--- src/rtl/counter_ctrl_pkg.sv ---
// counter_ctrl_pkg: shared types and constants for the counter sequencer.
// The load order lives here so the FSM and anything else that needs to
// know the register programming sequence agree on a single definition.
package counter_ctrl_pkg;

    // Sequencer states, in the order a normal run walks through them.
    typedef enum logic [3:0] {
        IDLE,
        LD_MAX,
        LD_MIN,
        LD_STEP,
        LD_START,
        SETTLE,
        RUN,
        DRAIN,
        DONE
    } state_t;

    // Number of counter registers programmed on each arm.
    localparam int LD_COUNT = 4;

    // Register programming order. START must stay last so the counter
    // output is loaded while MIN/MAX/STEP already hold the new values.
    localparam state_t LD_ORDER [LD_COUNT] = '{LD_MAX, LD_MIN, LD_STEP, LD_START};

    // Given one load state, return the state that follows it. The last
    // load state (and anything not in the table) hands over to SETTLE.
    function automatic state_t nextLoadState(input state_t s);
        state_t next;
        next = SETTLE;
        for (int i = 0; i < LD_COUNT - 1; i++) begin
            if (s == LD_ORDER[i]) begin
                next = LD_ORDER[i + 1];
            end
        end
        return next;
    endfunction

endpackage

--- src/rtl/counter_ctrl_if.sv ---
// counter_ctrl_if: every signal between the sequencer, the register bank
// and the counter it drives. The sequencer uses the master view; the
// register bank / counter side (or a bench) uses the slave view.
interface counter_ctrl_if;

    // Sequence control from the register bank.
    logic        arm_i;
    logic        disarm_i;

    // Configuration set, snapshotted on an accepted arm.
    logic [31:0] CFG_START;
    logic [31:0] CFG_STEP;
    logic [31:0] CFG_MAX;
    logic [31:0] CFG_MIN;
    logic        CFG_DIR;
    logic [31:0] NPULSES;
    logic [31:0] PERIOD;
    logic        STOP_ON_CARRY;

    // Feedback from the counter.
    logic        carry_i;

    // Counter register values and their write strobes.
    logic [31:0] START;
    logic [31:0] STEP;
    logic [31:0] MAX;
    logic [31:0] MIN;
    logic        START_WSTB;
    logic        STEP_WSTB;
    logic        MAX_WSTB;
    logic        MIN_WSTB;

    // Counter control inputs.
    logic        enable_o;
    logic        trigger_o;
    logic        dir_o;

    // Status back to the register bank.
    logic        active_o;
    logic        done_o;
    logic [31:0] pcount_o;
    logic        carry_seen_o;

    modport master (
        input  arm_i, disarm_i,
        input  CFG_START, CFG_STEP, CFG_MAX, CFG_MIN, CFG_DIR,
        input  NPULSES, PERIOD, STOP_ON_CARRY,
        input  carry_i,
        output START, STEP, MAX, MIN,
        output START_WSTB, STEP_WSTB, MAX_WSTB, MIN_WSTB,
        output enable_o, trigger_o, dir_o,
        output active_o, done_o, pcount_o, carry_seen_o
    );

    modport slave (
        output arm_i, disarm_i,
        output CFG_START, CFG_STEP, CFG_MAX, CFG_MIN, CFG_DIR,
        output NPULSES, PERIOD, STOP_ON_CARRY,
        output carry_i,
        input  START, STEP, MAX, MIN,
        input  START_WSTB, STEP_WSTB, MAX_WSTB, MIN_WSTB,
        input  enable_o, trigger_o, dir_o,
        input  active_o, done_o, pcount_o, carry_seen_o
    );

endinterface

--- src/rtl/counter_ctrl_tick.sv ---
// counter_ctrl_tick: trigger period down-counter. A load reloads it to
// PERIOD-1 (a PERIOD of 0 behaves like 1); while enabled it counts down
// to zero and holds there. The tick is high whenever the count is zero.
module counter_ctrl_tick (
    input  logic        clk_i,
    input  logic        reset_n_i,
    input  logic        i_load,
    input  logic        i_enable,
    input  logic [31:0] i_period,
    output logic        o_tick
);

    logic [31:0] r_count;
    logic [31:0] w_reload;

    // PERIOD of 0 and 1 both reload to 0, giving a tick every cycle.
    assign w_reload = (i_period == 32'd0) ? 32'd0 : (i_period - 32'd1);

    // Reload on each trigger, otherwise count down while the run is live.
    always_ff @(posedge clk_i or negedge reset_n_i) begin
        if (!reset_n_i) begin
            r_count <= 32'd0;
        end else if (i_load) begin
            r_count <= w_reload;
        end else if (i_enable && (r_count != 32'd0)) begin
            r_count <= r_count - 32'd1;
        end
    end

    assign o_tick = (r_count == 32'd0);

endmodule

--- src/rtl/counter_ctrl.sv ---
// counter_ctrl: sequencer for the panda counter block. An arm snapshots
// the configuration, programs MAX/MIN/STEP/START with one strobe each,
// enables the counter and issues a programmed number of trigger pulses
// at a programmed period. Every output is a flop: each cycle the FSM
// works out what the current state wants to drive and that lands on the
// outputs at the next edge, so a disarm can silence them on that edge.
module counter_ctrl (
    input  logic           clk_i,
    input  logic           reset_n_i,
    counter_ctrl_if.master bus
);

    import counter_ctrl_pkg::*;

    state_t      r_state;
    state_t      w_stateNext;

    logic [31:0] r_snapStart;
    logic [31:0] r_snapStep;
    logic [31:0] r_snapMax;
    logic [31:0] r_snapMin;
    logic [31:0] r_snapNpulses;
    logic [31:0] r_snapPeriod;
    logic        r_snapDir;
    logic        r_snapStopOnCarry;

    logic [31:0] r_start;
    logic [31:0] r_step;
    logic [31:0] r_max;
    logic [31:0] r_min;
    logic [31:0] r_pcount;
    logic        r_startWstb;
    logic        r_stepWstb;
    logic        r_maxWstb;
    logic        r_minWstb;
    logic        r_enable;
    logic        r_trigger;
    logic        r_dir;
    logic        r_active;
    logic        r_done;
    logic        r_carrySeen;
    logic        r_firstRun;

    logic        w_startWstbNext;
    logic        w_stepWstbNext;
    logic        w_maxWstbNext;
    logic        w_minWstbNext;
    logic        w_enableNext;
    logic        w_triggerNext;
    logic        w_dirNext;
    logic        w_activeNext;
    logic        w_doneNext;
    logic        w_firstRunNext;
    logic        w_accept;
    logic        w_tick;
    logic        w_tickLoad;
    logic        w_tickEnable;
    logic        w_lastPulse;
    logic        w_carryStop;
    logic        w_carryWindow;
    logic [31:0] w_pcountInc;

    assign w_pcountInc   = r_pcount + 32'd1;
    assign w_lastPulse   = (r_snapNpulses != 32'd0) && (w_pcountInc == r_snapNpulses);
    assign w_carryStop   = r_snapStopOnCarry && bus.carry_i;
    assign w_carryWindow = (r_state == RUN) || (r_state == DRAIN);
    assign w_tickEnable  = (r_state == RUN);

    counter_ctrl_tick u_tick (
        .clk_i     (clk_i),
        .reset_n_i (reset_n_i),
        .i_load    (w_tickLoad),
        .i_enable  (w_tickEnable),
        .i_period  (r_snapPeriod),
        .o_tick    (w_tick)
    );

    // State register.
    always_ff @(posedge clk_i or negedge reset_n_i) begin
        if (!reset_n_i) begin
            r_state <= IDLE;
        end else begin
            r_state <= w_stateNext;
        end
    end

    // Next state and next output values for the current state; a disarm
    // outside IDLE overrides everything and silences the outputs.
    always_comb begin
        w_stateNext     = r_state;
        w_startWstbNext = 1'b0;
        w_stepWstbNext  = 1'b0;
        w_maxWstbNext   = 1'b0;
        w_minWstbNext   = 1'b0;
        w_enableNext    = 1'b0;
        w_triggerNext   = 1'b0;
        w_dirNext       = 1'b0;
        w_activeNext    = (r_state != IDLE);
        w_doneNext      = 1'b0;
        w_firstRunNext  = 1'b0;
        w_accept        = 1'b0;
        w_tickLoad      = 1'b0;

        case (r_state)
            IDLE: begin
                if (bus.arm_i && !bus.disarm_i) begin
                    w_accept    = 1'b1;
                    w_stateNext = LD_ORDER[0];
                end
            end
            LD_MAX, LD_MIN, LD_STEP, LD_START: begin
                w_maxWstbNext   = (r_state == LD_MAX);
                w_minWstbNext   = (r_state == LD_MIN);
                w_stepWstbNext  = (r_state == LD_STEP);
                w_startWstbNext = (r_state == LD_START);
                w_stateNext     = nextLoadState(r_state);
            end
            SETTLE: begin
                w_enableNext   = 1'b1;
                w_dirNext      = r_snapDir;
                w_firstRunNext = 1'b1;
                w_stateNext    = RUN;
            end
            RUN: begin
                w_enableNext = 1'b1;
                w_dirNext    = r_snapDir;
                if (w_carryStop) begin
                    w_stateNext = DRAIN;
                end else if (r_firstRun || w_tick) begin
                    w_triggerNext = 1'b1;
                    w_tickLoad    = 1'b1;
                    if (w_lastPulse) begin
                        w_stateNext = DRAIN;
                    end
                end
            end
            DRAIN: begin
                w_enableNext = 1'b1;
                w_dirNext    = r_snapDir;
                w_stateNext  = DONE;
            end
            DONE: begin
                w_doneNext  = 1'b1;
                w_stateNext = IDLE;
            end
            default: begin
                w_stateNext = IDLE;
            end
        endcase

        if ((r_state != IDLE) && bus.disarm_i) begin
            w_stateNext     = IDLE;
            w_startWstbNext = 1'b0;
            w_stepWstbNext  = 1'b0;
            w_maxWstbNext   = 1'b0;
            w_minWstbNext   = 1'b0;
            w_enableNext    = 1'b0;
            w_triggerNext   = 1'b0;
            w_dirNext       = 1'b0;
            w_activeNext    = 1'b0;
            w_doneNext      = 1'b0;
            w_firstRunNext  = 1'b0;
            w_tickLoad      = 1'b0;
        end
    end

    // Configuration snapshot, taken only when an arm is accepted so that
    // register bank changes mid-run cannot disturb the sequence.
    always_ff @(posedge clk_i or negedge reset_n_i) begin
        if (!reset_n_i) begin
            r_snapStart       <= 32'd0;
            r_snapStep        <= 32'd0;
            r_snapMax         <= 32'd0;
            r_snapMin         <= 32'd0;
            r_snapNpulses     <= 32'd0;
            r_snapPeriod      <= 32'd0;
            r_snapDir         <= 1'b0;
            r_snapStopOnCarry <= 1'b0;
        end else if (w_accept) begin
            r_snapStart       <= bus.CFG_START;
            r_snapStep        <= bus.CFG_STEP;
            r_snapMax         <= bus.CFG_MAX;
            r_snapMin         <= bus.CFG_MIN;
            r_snapNpulses     <= bus.NPULSES;
            r_snapPeriod      <= bus.PERIOD;
            r_snapDir         <= bus.CFG_DIR;
            r_snapStopOnCarry <= bus.STOP_ON_CARRY;
        end
    end

    // Registered control outputs; register values only change on their
    // own strobe and otherwise keep the last programmed value.
    always_ff @(posedge clk_i or negedge reset_n_i) begin
        if (!reset_n_i) begin
            r_startWstb <= 1'b0;
            r_stepWstb  <= 1'b0;
            r_maxWstb   <= 1'b0;
            r_minWstb   <= 1'b0;
            r_enable    <= 1'b0;
            r_trigger   <= 1'b0;
            r_dir       <= 1'b0;
            r_active    <= 1'b0;
            r_done      <= 1'b0;
            r_firstRun  <= 1'b0;
            r_start     <= 32'd0;
            r_step      <= 32'd0;
            r_max       <= 32'd0;
            r_min       <= 32'd0;
        end else begin
            r_startWstb <= w_startWstbNext;
            r_stepWstb  <= w_stepWstbNext;
            r_maxWstb   <= w_maxWstbNext;
            r_minWstb   <= w_minWstbNext;
            r_enable    <= w_enableNext;
            r_trigger   <= w_triggerNext;
            r_dir       <= w_dirNext;
            r_active    <= w_activeNext;
            r_done      <= w_doneNext;
            r_firstRun  <= w_firstRunNext;
            if (w_maxWstbNext) begin
                r_max <= r_snapMax;
            end
            if (w_minWstbNext) begin
                r_min <= r_snapMin;
            end
            if (w_stepWstbNext) begin
                r_step <= r_snapStep;
            end
            if (w_startWstbNext) begin
                r_start <= r_snapStart;
            end
        end
    end

    // Pulse count and sticky carry flag, both cleared by an accepted arm.
    // The pulse count moves on the same edge as the trigger it counts.
    always_ff @(posedge clk_i or negedge reset_n_i) begin
        if (!reset_n_i) begin
            r_pcount    <= 32'd0;
            r_carrySeen <= 1'b0;
        end else if (w_accept) begin
            r_pcount    <= 32'd0;
            r_carrySeen <= 1'b0;
        end else begin
            if (w_triggerNext) begin
                r_pcount <= w_pcountInc;
            end
            if (w_carryWindow && bus.carry_i) begin
                r_carrySeen <= 1'b1;
            end
        end
    end

    assign bus.START        = r_start;
    assign bus.STEP         = r_step;
    assign bus.MAX          = r_max;
    assign bus.MIN          = r_min;
    assign bus.START_WSTB   = r_startWstb;
    assign bus.STEP_WSTB    = r_stepWstb;
    assign bus.MAX_WSTB     = r_maxWstb;
    assign bus.MIN_WSTB     = r_minWstb;
    assign bus.enable_o     = r_enable;
    assign bus.trigger_o    = r_trigger;
    assign bus.dir_o        = r_dir;
    assign bus.active_o     = r_active;
    assign bus.done_o       = r_done;
    assign bus.pcount_o     = r_pcount;
    assign bus.carry_seen_o = r_carrySeen;

endmodule

--- src/flat_wrapper.sv ---
// flat-port wrapper written by rule: the top's interface ports become plain ports
module counter_ctrl_flat import counter_ctrl_pkg::*;
  (clk_i, reset_n_i, bus_arm_i, bus_disarm_i, bus_CFG_START, bus_CFG_STEP, bus_CFG_MAX, bus_CFG_MIN, bus_CFG_DIR, bus_NPULSES, bus_PERIOD, bus_STOP_ON_CARRY, bus_carry_i, bus_START, bus_STEP, bus_MAX, bus_MIN, bus_START_WSTB, bus_STEP_WSTB, bus_MAX_WSTB, bus_MIN_WSTB, bus_enable_o, bus_trigger_o, bus_dir_o, bus_active_o, bus_done_o, bus_pcount_o, bus_carry_seen_o);
  counter_ctrl_if bus_i ();
  input  logic clk_i;
  input  logic reset_n_i;
  input wire logic [$bits(bus_i.arm_i)-1:0] bus_arm_i;
  input wire logic [$bits(bus_i.disarm_i)-1:0] bus_disarm_i;
  input wire logic [$bits(bus_i.CFG_START)-1:0] bus_CFG_START;
  input wire logic [$bits(bus_i.CFG_STEP)-1:0] bus_CFG_STEP;
  input wire logic [$bits(bus_i.CFG_MAX)-1:0] bus_CFG_MAX;
  input wire logic [$bits(bus_i.CFG_MIN)-1:0] bus_CFG_MIN;
  input wire logic [$bits(bus_i.CFG_DIR)-1:0] bus_CFG_DIR;
  input wire logic [$bits(bus_i.NPULSES)-1:0] bus_NPULSES;
  input wire logic [$bits(bus_i.PERIOD)-1:0] bus_PERIOD;
  input wire logic [$bits(bus_i.STOP_ON_CARRY)-1:0] bus_STOP_ON_CARRY;
  input wire logic [$bits(bus_i.carry_i)-1:0] bus_carry_i;
  output wire logic [$bits(bus_i.START)-1:0] bus_START;
  output wire logic [$bits(bus_i.STEP)-1:0] bus_STEP;
  output wire logic [$bits(bus_i.MAX)-1:0] bus_MAX;
  output wire logic [$bits(bus_i.MIN)-1:0] bus_MIN;
  output wire logic [$bits(bus_i.START_WSTB)-1:0] bus_START_WSTB;
  output wire logic [$bits(bus_i.STEP_WSTB)-1:0] bus_STEP_WSTB;
  output wire logic [$bits(bus_i.MAX_WSTB)-1:0] bus_MAX_WSTB;
  output wire logic [$bits(bus_i.MIN_WSTB)-1:0] bus_MIN_WSTB;
  output wire logic [$bits(bus_i.enable_o)-1:0] bus_enable_o;
  output wire logic [$bits(bus_i.trigger_o)-1:0] bus_trigger_o;
  output wire logic [$bits(bus_i.dir_o)-1:0] bus_dir_o;
  output wire logic [$bits(bus_i.active_o)-1:0] bus_active_o;
  output wire logic [$bits(bus_i.done_o)-1:0] bus_done_o;
  output wire logic [$bits(bus_i.pcount_o)-1:0] bus_pcount_o;
  output wire logic [$bits(bus_i.carry_seen_o)-1:0] bus_carry_seen_o;
  assign bus_i.arm_i = bus_arm_i;
  assign bus_i.disarm_i = bus_disarm_i;
  assign bus_i.CFG_START = bus_CFG_START;
  assign bus_i.CFG_STEP = bus_CFG_STEP;
  assign bus_i.CFG_MAX = bus_CFG_MAX;
  assign bus_i.CFG_MIN = bus_CFG_MIN;
  assign bus_i.CFG_DIR = bus_CFG_DIR;
  assign bus_i.NPULSES = bus_NPULSES;
  assign bus_i.PERIOD = bus_PERIOD;
  assign bus_i.STOP_ON_CARRY = bus_STOP_ON_CARRY;
  assign bus_i.carry_i = bus_carry_i;
  assign bus_START = bus_i.START;
  assign bus_STEP = bus_i.STEP;
  assign bus_MAX = bus_i.MAX;
  assign bus_MIN = bus_i.MIN;
  assign bus_START_WSTB = bus_i.START_WSTB;
  assign bus_STEP_WSTB = bus_i.STEP_WSTB;
  assign bus_MAX_WSTB = bus_i.MAX_WSTB;
  assign bus_MIN_WSTB = bus_i.MIN_WSTB;
  assign bus_enable_o = bus_i.enable_o;
  assign bus_trigger_o = bus_i.trigger_o;
  assign bus_dir_o = bus_i.dir_o;
  assign bus_active_o = bus_i.active_o;
  assign bus_done_o = bus_i.done_o;
  assign bus_pcount_o = bus_i.pcount_o;
  assign bus_carry_seen_o = bus_i.carry_seen_o;
  counter_ctrl u_core (.clk_i(clk_i), .reset_n_i(reset_n_i), .bus(bus_i));
endmodule
--- config.mk ---
export PLATFORM = sky130hd
export DESIGN_NAME = counter_ctrl_flat
export DESIGN_NICKNAME = d
export VERILOG_FILES = /design/src/rtl/counter_ctrl_pkg.sv /design/src/rtl/counter_ctrl_if.sv /design/src/rtl/counter_ctrl_tick.sv /design/src/rtl/counter_ctrl.sv /design/src/flat_wrapper.sv
export SDC_FILE = /design/constraint.sdc
export NUM_CORES = 1
export LEC_CHECK = 0
export BUFFER_PORTS_ARGS = -buffer_cell sky130_fd_sc_hd__buf_2
export CAP_MARGIN = 20
export CORE_MARGIN = 8
export CORE_UTILIZATION = 35
export CTS_BUF_LIST = sky130_fd_sc_hd__clkbuf_8
export DETAILED_ROUTE_END_ITERATION = 10
export SLEW_MARGIN = 5
export SYNTH_ARGS = -nofsm -noshare
export SYNTH_HDL_FRONTEND = slang
export SYNTH_HIERARCHICAL = 1
export SYNTH_SLANG_ARGS = --single-unit
--- constraint.sdc ---
create_clock -name clk_i -period 7.5 [get_ports clk_i]
set_input_delay 0.75 -clock clk_i [delete_from_list [all_inputs] [get_ports clk_i]]
set_output_delay 0.75 -clock clk_i [all_outputs]
set_load 0.05 [all_outputs]
* Word-level counts from Yosys, hierarchy flattened
Index checks and enable logic that the tools add are counted.
** Storage, ports and cells
- Logic and storage cells :: 101
- Flip-flop bits (word level) :: 401
- Input port bits :: 199
- Output and inout bits :: 170
** Cells by class
- Muxes and demuxes :: 39
- Eq/ne operators :: 12
- Add/subtract/negate cells :: 3
- Reduce and logical (&&, ||, !) cells :: 21
** Operators with widths (number)
- two-way mux 32 bit :: 5
- zero test 32 bit :: 2
- nonzero test 32 bit :: 2
- subtractor 32 x 1 -> 32 bit (second input constant) :: 2
- adder 32 x 1 -> 32 bit (second input constant) :: 1
- == test 32 bit :: 1
- two-way mux 1 bit :: 25
- two-way mux 4 bit :: 5
- case mux 4 bit (5 select lines) :: 1
- == test 4 x 3 -> 1 bit (second input constant) :: 4
- two-way mux 3 bit :: 3
- == test 4 x 2 -> 1 bit (second input constant) :: 2
- inequality test 4 x 1 -> 1 bit (second input constant) :: 2
- logical AND 1 bit :: 6
- nonzero test 2 bit :: 3
- == test 4 x 1 -> 1 bit (second input constant) :: 1
- == test 4 bit (second input constant) :: 1
- zero test 4 bit :: 1
- nonzero test 4 bit :: 1
- OR reduction 4 bit :: 1
- inequality test 3 x 1 -> 1 bit (second input constant) :: 1
- AND reduction 3 bit :: 1
- OR reduction 3 bit :: 1
- logical OR 1 bit :: 2
- zero test 1 bit :: 1

* Logic depth before layout (Yosys ltp)
Gate-level depths: netlist of the first run.
- Depth in word-level cells :: 8
- Mapped depth :: 14
- Mapped depth without buffers :: 11

* By module
The synthesis of the first run kept the hierarchy.
** Modules (own cells, without submodules)
- counter_ctrl :: sequential area each 9233.9 um2, times used 1, area each 15112.0 um2, cells an instance 1269
- counter_ctrl_tick :: sequential area each 800.8 um2, times used 1, area each 2791.4 um2, cells an instance 337

* Worst setup path after synthesis of the first run
OpenSTA, ideal clock, no wires.
- Kind :: flip-flop to flip-flop
- From :: register u_core.u_tick.r_count[26]
- To :: register u_core.u_tick.r_count[6]
- Data required time :: 7.406 ns
- Path buffers :: 3
- Library setup time :: 0.094 ns
- Clock period less this slack :: 3.162 ns
- Arrival time :: 3.068 ns
- Setup slack :: 4.338 ns
- Stages on the path, launching flop included :: 13
- Path through :: dfrtp_1 -> nor4_1 -> nand4_1 -> clkbuf_1 -> nor2_1 -> o21ai_1 -> inv_1 -> clkbuf_1 -> inv_1 -> a31oi_1 -> clkbuf_1 -> a211oi_1 -> a211oi_1
** On the way
- Cells in the longest elaborated chain, start to end :: 7
- Elaborated cells on any way between the ends :: 10
- Classes of those cells :: 5 x mux; 5 x reduce/logical
** RTL lines
- from (decl) :: RTL line counter_ctrl_tick.sv:13 : logic [31:0] r_count;
- from (signal assigned) :: RTL line counter_ctrl_tick.sv:24 : r_count <= w_reload;
- from (signal assigned) :: RTL line counter_ctrl_tick.sv:26 : r_count <= r_count - 32'd1;
- zero test 32 bit (*) :: RTL line counter_ctrl_tick.sv:30 : assign o_tick = (r_count == 32'd0);
- net u_core.w_tick :: RTL line counter_ctrl.sv:55 : logic w_tick;
- logical OR 1 bit (*) :: RTL line counter_ctrl.sv:129 : end else if (r_firstRun || w_tick) begin
- two-way mux 1 bit (*) :: RTL line counter_ctrl.sv:129
- two-way mux 1 bit (*) :: RTL line counter_ctrl.sv:127 : if (w_carryStop) begin
- two-way mux 1 bit (*) :: RTL line counter_ctrl.sv:104 : case (r_state)
- two-way mux 1 bit (*) :: RTL line counter_ctrl.sv:151 : if ((r_state != IDLE) && bus.disarm_i) begin
- net u_core.w_tickLoad :: RTL line counter_ctrl.sv:56 : logic w_tickLoad;
- two-way mux 32 bit or nonzero test 2 bit (tied branches)
The timed path passes the listed nets; every way through them passes the cells marked *.
A chain may end at the register's enable or synchronous reset.

* Worst setup path after layout of the first run
- From :: register u_core.u_tick.r_count[22]
- To :: register u_core.u_tick.r_count[12]
** On the way
- Cells in the longest elaborated chain, start to end :: 7
- Elaborated cells on any way between the ends :: 10
- Classes of those cells :: 5 x mux; 5 x reduce/logical
** RTL lines (RTL line)
- zero test 32 bit (*) :: counter_ctrl_tick.sv:30
- net u_core.w_tick :: counter_ctrl.sv:55
- logical OR 1 bit (*) :: counter_ctrl.sv:129
- two-way mux 1 bit (*) :: counter_ctrl.sv:129
- two-way mux 1 bit (*) :: counter_ctrl.sv:127
- two-way mux 1 bit (*) :: counter_ctrl.sv:104
- two-way mux 1 bit (*) :: counter_ctrl.sv:151
- two-way mux 32 bit or nonzero test 2 bit (tied branches)
Marked as above.

==> results_dict.tcl, run 1 <==
set metrics [dict create \
    dp.cells 2579 \
    start_kind "flip-flop" \
    fp.dieArea_um2 58650 \
    drc 0 \
    ant_nets 0 \
    area.sequential_um2 10030 \
    io_pins 369 \
    clockBufferDepth 3 \
    syn-cell-area_um2 17900 \
    synth.distinct_cells 67 \
    finalCritPeriodShare_pct 52.96 \
    gp_congestion 0.8698 \
    grt_antenna_before_repair 19 \
    dp_hpwl_mm 35.61 \
    holdWs_ps 70.87 \
    final-setup-viol-count 0 \
    placed_cell_area_um2 20410 \
    final_cells 2720 \
    tns_ps 0 \
    worst_slack_ps 3528 \
    cp.required_ps 8060 \
    outcome "finished, final reports clean" \
    powerDensity_nw_per_um2 347.7 \
    cp-end-kind "flip-flop" \
    core_um2 50990 \
    gr-usage-met1_pct 20.38 \
    cts_hold_buf 0 \
    cts_setup_buffers 0 \
    fp.dieW_um 242.2 \
    dr.pass1.iters 5 \
    drt-wirelength-per-cell_um 18.86 \
    num-nets-final 2181 \
    synth_ff_type "dfrtp_1" \
    cts_max_level 3 \
    grt_overflow_total 0 \
    cp_max_fo 53 \
    tightest_slew_ps 1089 \
    drt_iter0_drc 898 \
    initial_core_util_pct 35.11 \
    use_met3_pct 7.121 \
    clockRootBuffer "clkbuf_8" \
    synth-warning-count 6 \
    fmax_mhz 251.7 \
    fin_crit_ps 3972 \
    syn2layout_area_growth_pct 22.94 \
    cts_tree "done" \
    stdcell_area_um2 22010 \
    post_cts_resized 0 \
    hp-class "input pin to asynchronous set/reset pin" \
    fillers 4898 \
    syn_avg_cell_area_um2 11.15 \
    cp.arrival_ps 4540 \
    peakVddDrop_v 0.0002453 \
    slew_headroom_pct 27.42 \
    clock_skew_ps 19.78 \
    cts_sinks 401 \
    place_ws_ps 3249 \
    rsz0062_at_grt "no" \
    syn_inst 1606 \
    grt_pass1_vias 14330 \
    dieHeight_um 242.2 \
    wl_mm 51.31 \
    clk_latency_ps 640 \
    critPathKind "flip-flop to flip-flop" \
    vias 13750 \
    synth_edf_count 0 \
    slew_violations 0 \
    ys_seq_elements 401 \
    grt_pass1_wl_mm 81.68 \
    ys_async_sr_fraction_pct 100.0 \
    grt_max_degree 176 \
    synth_fp_nets 1809 \
    finalHoldViolations 0 \
    multi_input_area_um2 7472 \
    grtUsageMet2_pct 27.87 \
    top_usage_layer "met2" \
    seq_area_frac_synth_pct 56.05 \
    num_rows 83 \
    drv_cap 0 \
    path_clk_slew_ps 60 \
    power.leakage_nw 10.39 \
    numPortBuffers 368 \
    cts_made_buffers 74 \
    avgViaCountPerCell 5.055 \
    drive_gt1_share_pct 37.07 \
    track_usage_pct 17.15 \
    reg2reg_depth 11 \
]
[power by group]
group / switching [mW] / total [mW] / internal, mW / leakage, nW
logic: 1.65 / 2.37 / 0.717 / 4.59
registers: 0.386 / 3.14 / 2.75 / 4.93
clock network: 0.944 / 2.15 / 1.20 / 0.874
total: 2.99 / 7.65 / 4.67 / 10.4
[path summary, 6_finish.rpt]
| path | startpoint | to | slack (ps) |
|---|---|---|---|
| worst max register to register | u_core/u_tick/r_count[22] | u_core/u_tick/r_count[12] | 3530 |
| worst max-delay path | u_core/u_tick/r_count[22] | u_core/u_tick/r_count[12] | 3530 |
| worst min register to register | u_core/r_snapMin[19] | u_core/bus.MIN[19] | 460 |
| min in group clk_i | bus_CFG_MAX[8] | u_core/r_snapMax[8] | 340 |
| max in group asynchronous | reset_n_i | u_core/bus.pcount_o[11] | 6020 |
| worst min-delay path | reset_n_i | u_core/bus.STEP[21] | 70 |
[cell usage after synthesis (17+ instances only)]
master | number | area (um^2)
dfrtp_1 | 401 | 10030
nand4_1 | 17 | 106.4
mux2_2 | 228 | 2567
nand3_1 | 26 | 130.1
xor2_1 | 30 | 262.8
nand2_1 | 332 | 1246
nor3_1 | 41 | 205.2
clkbuf_1 | 75 | 281.5
nor4_1 | 41 | 256.5
o21ai_0 | 56 | 280.3
nor2_1 | 54 | 202.7
xnor2_1 | 56 | 490.5
[logic make-up (layout without fill, tap and decap cells)]
logic type,after synthesis,after routing,share of synthesized area (%)
xor gates and xnor gates,86,86,4.207
adders and majority gates,4,4,0.2796
and+or+nand+nor,605,605,16.12
buffers and inverters,106,534,2.341
other,0,6,0
DFF,401,401,56.05
muxes,239,239,14.96
AOI/OAI and AO/OA,165,165,6.045
[worst max-delay path, stage by stage (launching register included)]
cell      delay [ps]
dfrtp_1          420
nor4_1           670
nand4_1          610
nor2_1           430
o21ai_2           90
buf_4            290
clkinv_1         110
buf_4            520
o31ai_2          140
buf_4            250
o21ai_0          180
o221a_2          180
[metrics by stage]
stage	util, %	power [mW]
4_1_cts	43.04	7.763
3_3_place_gp	40.04	5.504
5_1_grt	43.15	8.073
3_5_place_dp	40.04	5.556
2_1_floorplan	-	4.826
6_report	43.17	7.653
[layout make-up]
class,count,share of cell area [%]
inverters,14,0.2387
repair buffers,388,9.334
flip-flops and latches,401,45.59
clock inverters,38,1.080
diodes,6,0.06821
well taps,680,3.865
clock buffers,94,5.878
multi-input cells,1099,33.95
[placed cells by master, fill, tap and decap left out, types with 6 or more instances in the layout]
cell / count
a211oi_1: 11
a21oi_1: 15
a31oi_1: 11
and2_1: 10
and3_1: 8
and4_1: 6
buf_2: 367
buf_4: 15
clkbuf_8: 94
clkinv_2: 8
dfrtp_1: 401
diode_2: 6
inv_1: 35
mux2_2: 228
mux2i_1: 11
nand2_1: 332
nand3_1: 25
nand4_1: 17
nor2_1: 54
nor3_1: 41
nor4_1: 40
o211ai_1: 7
o21ai_0: 56
o22ai_1: 12
o31ai_1: 15
o41ai_1: 7
or3_1: 14
or4_1: 15
xnor2_1: 56
xor2_1: 30
[per-layer routing]
metal | vias to the layer above | part of all wire (%)
met5 | - | 0.20
li1 | 6392 | -
met4 | 16 | 2.9
met2 | 466 | 47
met3 | 123 | 8.8
met1 | 6753 | 41
Note: power is estimated with default switching activity, not from simulation.
==> run 2, diff against run 1 <==
==> constraint.sdc (replaced) <==
create_clock -name clk_i -period 3.25 [get_ports clk_i]
set_input_delay 0.325 -clock clk_i [delete_from_list [all_inputs] [get_ports clk_i]]
set_output_delay 0.325 -clock clk_i [all_outputs]
set_load 0.05 [all_outputs]
==> results_dict.tcl, run 2 (synthesis gave the netlist of run 1 again) <==
set metrics [dict create \
    drive_gt1_share_pct 34.25 \
    io_pins 369 \
    layout_common_cells "401 x dfrtp_1, 367 x buf_2, 332 x nand2_1" \
    tightest_slew_ps 846.6 \
    wl_mm 53.90 \
    fillers 4639 \
    avgViaCountPerCell 4.981 \
    cp-end-kind "flip-flop" \
    cts_sinks 401 \
    critPathMaxStageDelay_ps 560 \
    finalHoldViolations 0 \
    clk_latency_ps 650 \
    path_clk_slew_ps 70 \
    cts_setup_buffers 0 \
    grt_antenna_before_repair 7 \
    cp_max_fo 14 \
    fin_crit_ps 2914 \
    final_util_pct 47.36 \
    num_rows 83 \
    final-setup-viol-count 0 \
    power.leakage_nw 11.32 \
    peakVddDrop_v 0.0007085 \
    vias 14620 \
    track_usage_pct 18.11 \
    slowest_stage "nor4_1" \
    power.internal_mw 10.88 \
    fp.dieW_um 242.2 \
    ant_nets 0 \
    clockRootBuffer "clkbuf_8" \
    drt_iter0_drc 887 \
    num-nets-final 2395 \
    cp_common_cell "a211oi_1" \
    grt_overflow_total 0 \
    pwr-share-comb_pct 32.0 \
    powerDensity_nw_per_um2 740.5 \
    final_common_cell "dfrtp_1" \
    slew_headroom_pct 43.56 \
    start_kind "flip-flop" \
    drv_cap 0 \
    outcome "finished, final reports clean" \
    core_um2 50990 \
    clockBufferDepth 3 \
    gp_congestion 0.8651 \
    cts_tree "done" \
    p_switching_mw 7.003 \
    dp_hpwl_mm 36.32 \
    fp.dieArea_um2 58650 \
    hp-class "input pin to flip-flop" \
    cpLargestDelayFamily "simple AND/OR/NAND/NOR gates" \
    rsz0062_at_grt "no" \
    syn2layout_area_growth_pct 34.89 \
    initial_core_util_pct 35.11 \
    tns_ps 0 \
    grt_max_degree 119 \
    drt-wirelength-per-cell_um 18.37 \
    cts_made_buffers 74 \
    fmax_mhz 343.1 \
    drc 0 \
    cp_num_buf_inv 3 \
    dieHeight_um 242.2 \
    holdWs_ps 81.41 \
    cp_cell_sequence "nor4_1 -> nand4_1 -> nor2_1 -> o21ai_2 -> clkinv_1 -> inv_1 -> a31oi_1 -> buf_4 -> a211oi_1 -> a211oi_1" \
    finalCritPeriodShare_pct 89.67 \
    dr.pass1.iters 6 \
    grt_pass1_wl_mm 86.57 \
    swShare_pct 39.16 \
    clock_skew_ps 22.61 \
    numPortBuffers 368 \
    cp.required_ps 3790 \
    critPathKind "flip-flop to flip-flop" \
    clkPwrFrac_pct 27.4 \
    cp.arrival_ps 3450 \
    grt_pass1_vias 15460 \
    p_seq_share_pct 40.6 \
    cts_max_level 3 \
    slew_violations 0 \
]
[run 2: through the flow]
stage | total power, mW | setup slack, ps | instance area, um^2 | instances
floorplan | 11.14 | 87.73 | 17900 | 1606
global placement | 12.73 | 468.4 | 20660 | 2600
detailed placement | 12.86 | 395.7 | 20660 | 2600
CTS | 18.08 | 370.8 | 24130 | 2928
global route | 18.81 | 89.90 | 24150 | 2935
finish | 17.88 | 335.8 | 24150 | 2935
[run 2: layer usage]
| layer | global-route usage [%] | up-vias | wire [um] |
|---|---|---|---|
| li1 | - | 6824 | - |
| met1 | 22.09 | 7187 | 22270 |
| met2 | 29.49 | 481 | 26000 |
| met3 | 6.283 | 126 | 3956 |
| met4 | 6.563 | 0 | 1678 |
| met5 | 0 | - | 0 |
[run 2: repair_timing]
item,4_1_cts,5_1_grt
hold buffers,196,0
resized for setup,0,0
endpoints found under the hold margin,275,0
[run 2: area by class of cell]
class	count	area, um^2	area share, %
diodes	7	17.52	0.07254
multi-input cells	1099	7472	30.94
inverters	14	52.55	0.2176
well taps	680	850.8	3.523
clock inverters	37	202.7	0.8393
clock buffers	95	1308	5.414
flip-flops and latches	401	10030	41.55
repair buffers	602	4212	17.44
[run 2: tightest hold or removal path, cell delays in order]
cell,delay [ps]
buf_2,90
a41o_1,160
and2_1,110
[run 2: worst paths after layout]
kind	slack, ps	end	depth (start not counted)	startpoint
setup / recovery	340	u_core/u_tick/r_count[2]	10	u_core/u_tick/r_count[8]
hold / removal	80	u_core/bus.carry_seen_o	3	bus_carry_i
setup reg to reg	340	u_core/u_tick/r_count[2]	10	u_core/u_tick/r_count[8]
hold reg to reg	460	u_core/bus.START[22]	2	u_core/r_snapStart[22]
max in group asynchronous	1930	u_core/r_snapNpulses[11]	3	reset_n_i
min in group asynchronous	320	u_core/r_snapMax[18]	2	reset_n_i
[run 2: power groups by stage]
stage / clock network [mW] / logic (mW) / registers [mW]
floorplan: 0 / 1.67 / 9.47
global placement: 0 / 5.49 / 7.24
detailed placement: 0 / 5.55 / 7.31
CTS: 5.07 / 5.75 / 7.26
global route: 5.28 / 6.07 / 7.45
finish: 4.90 / 5.72 / 7.27
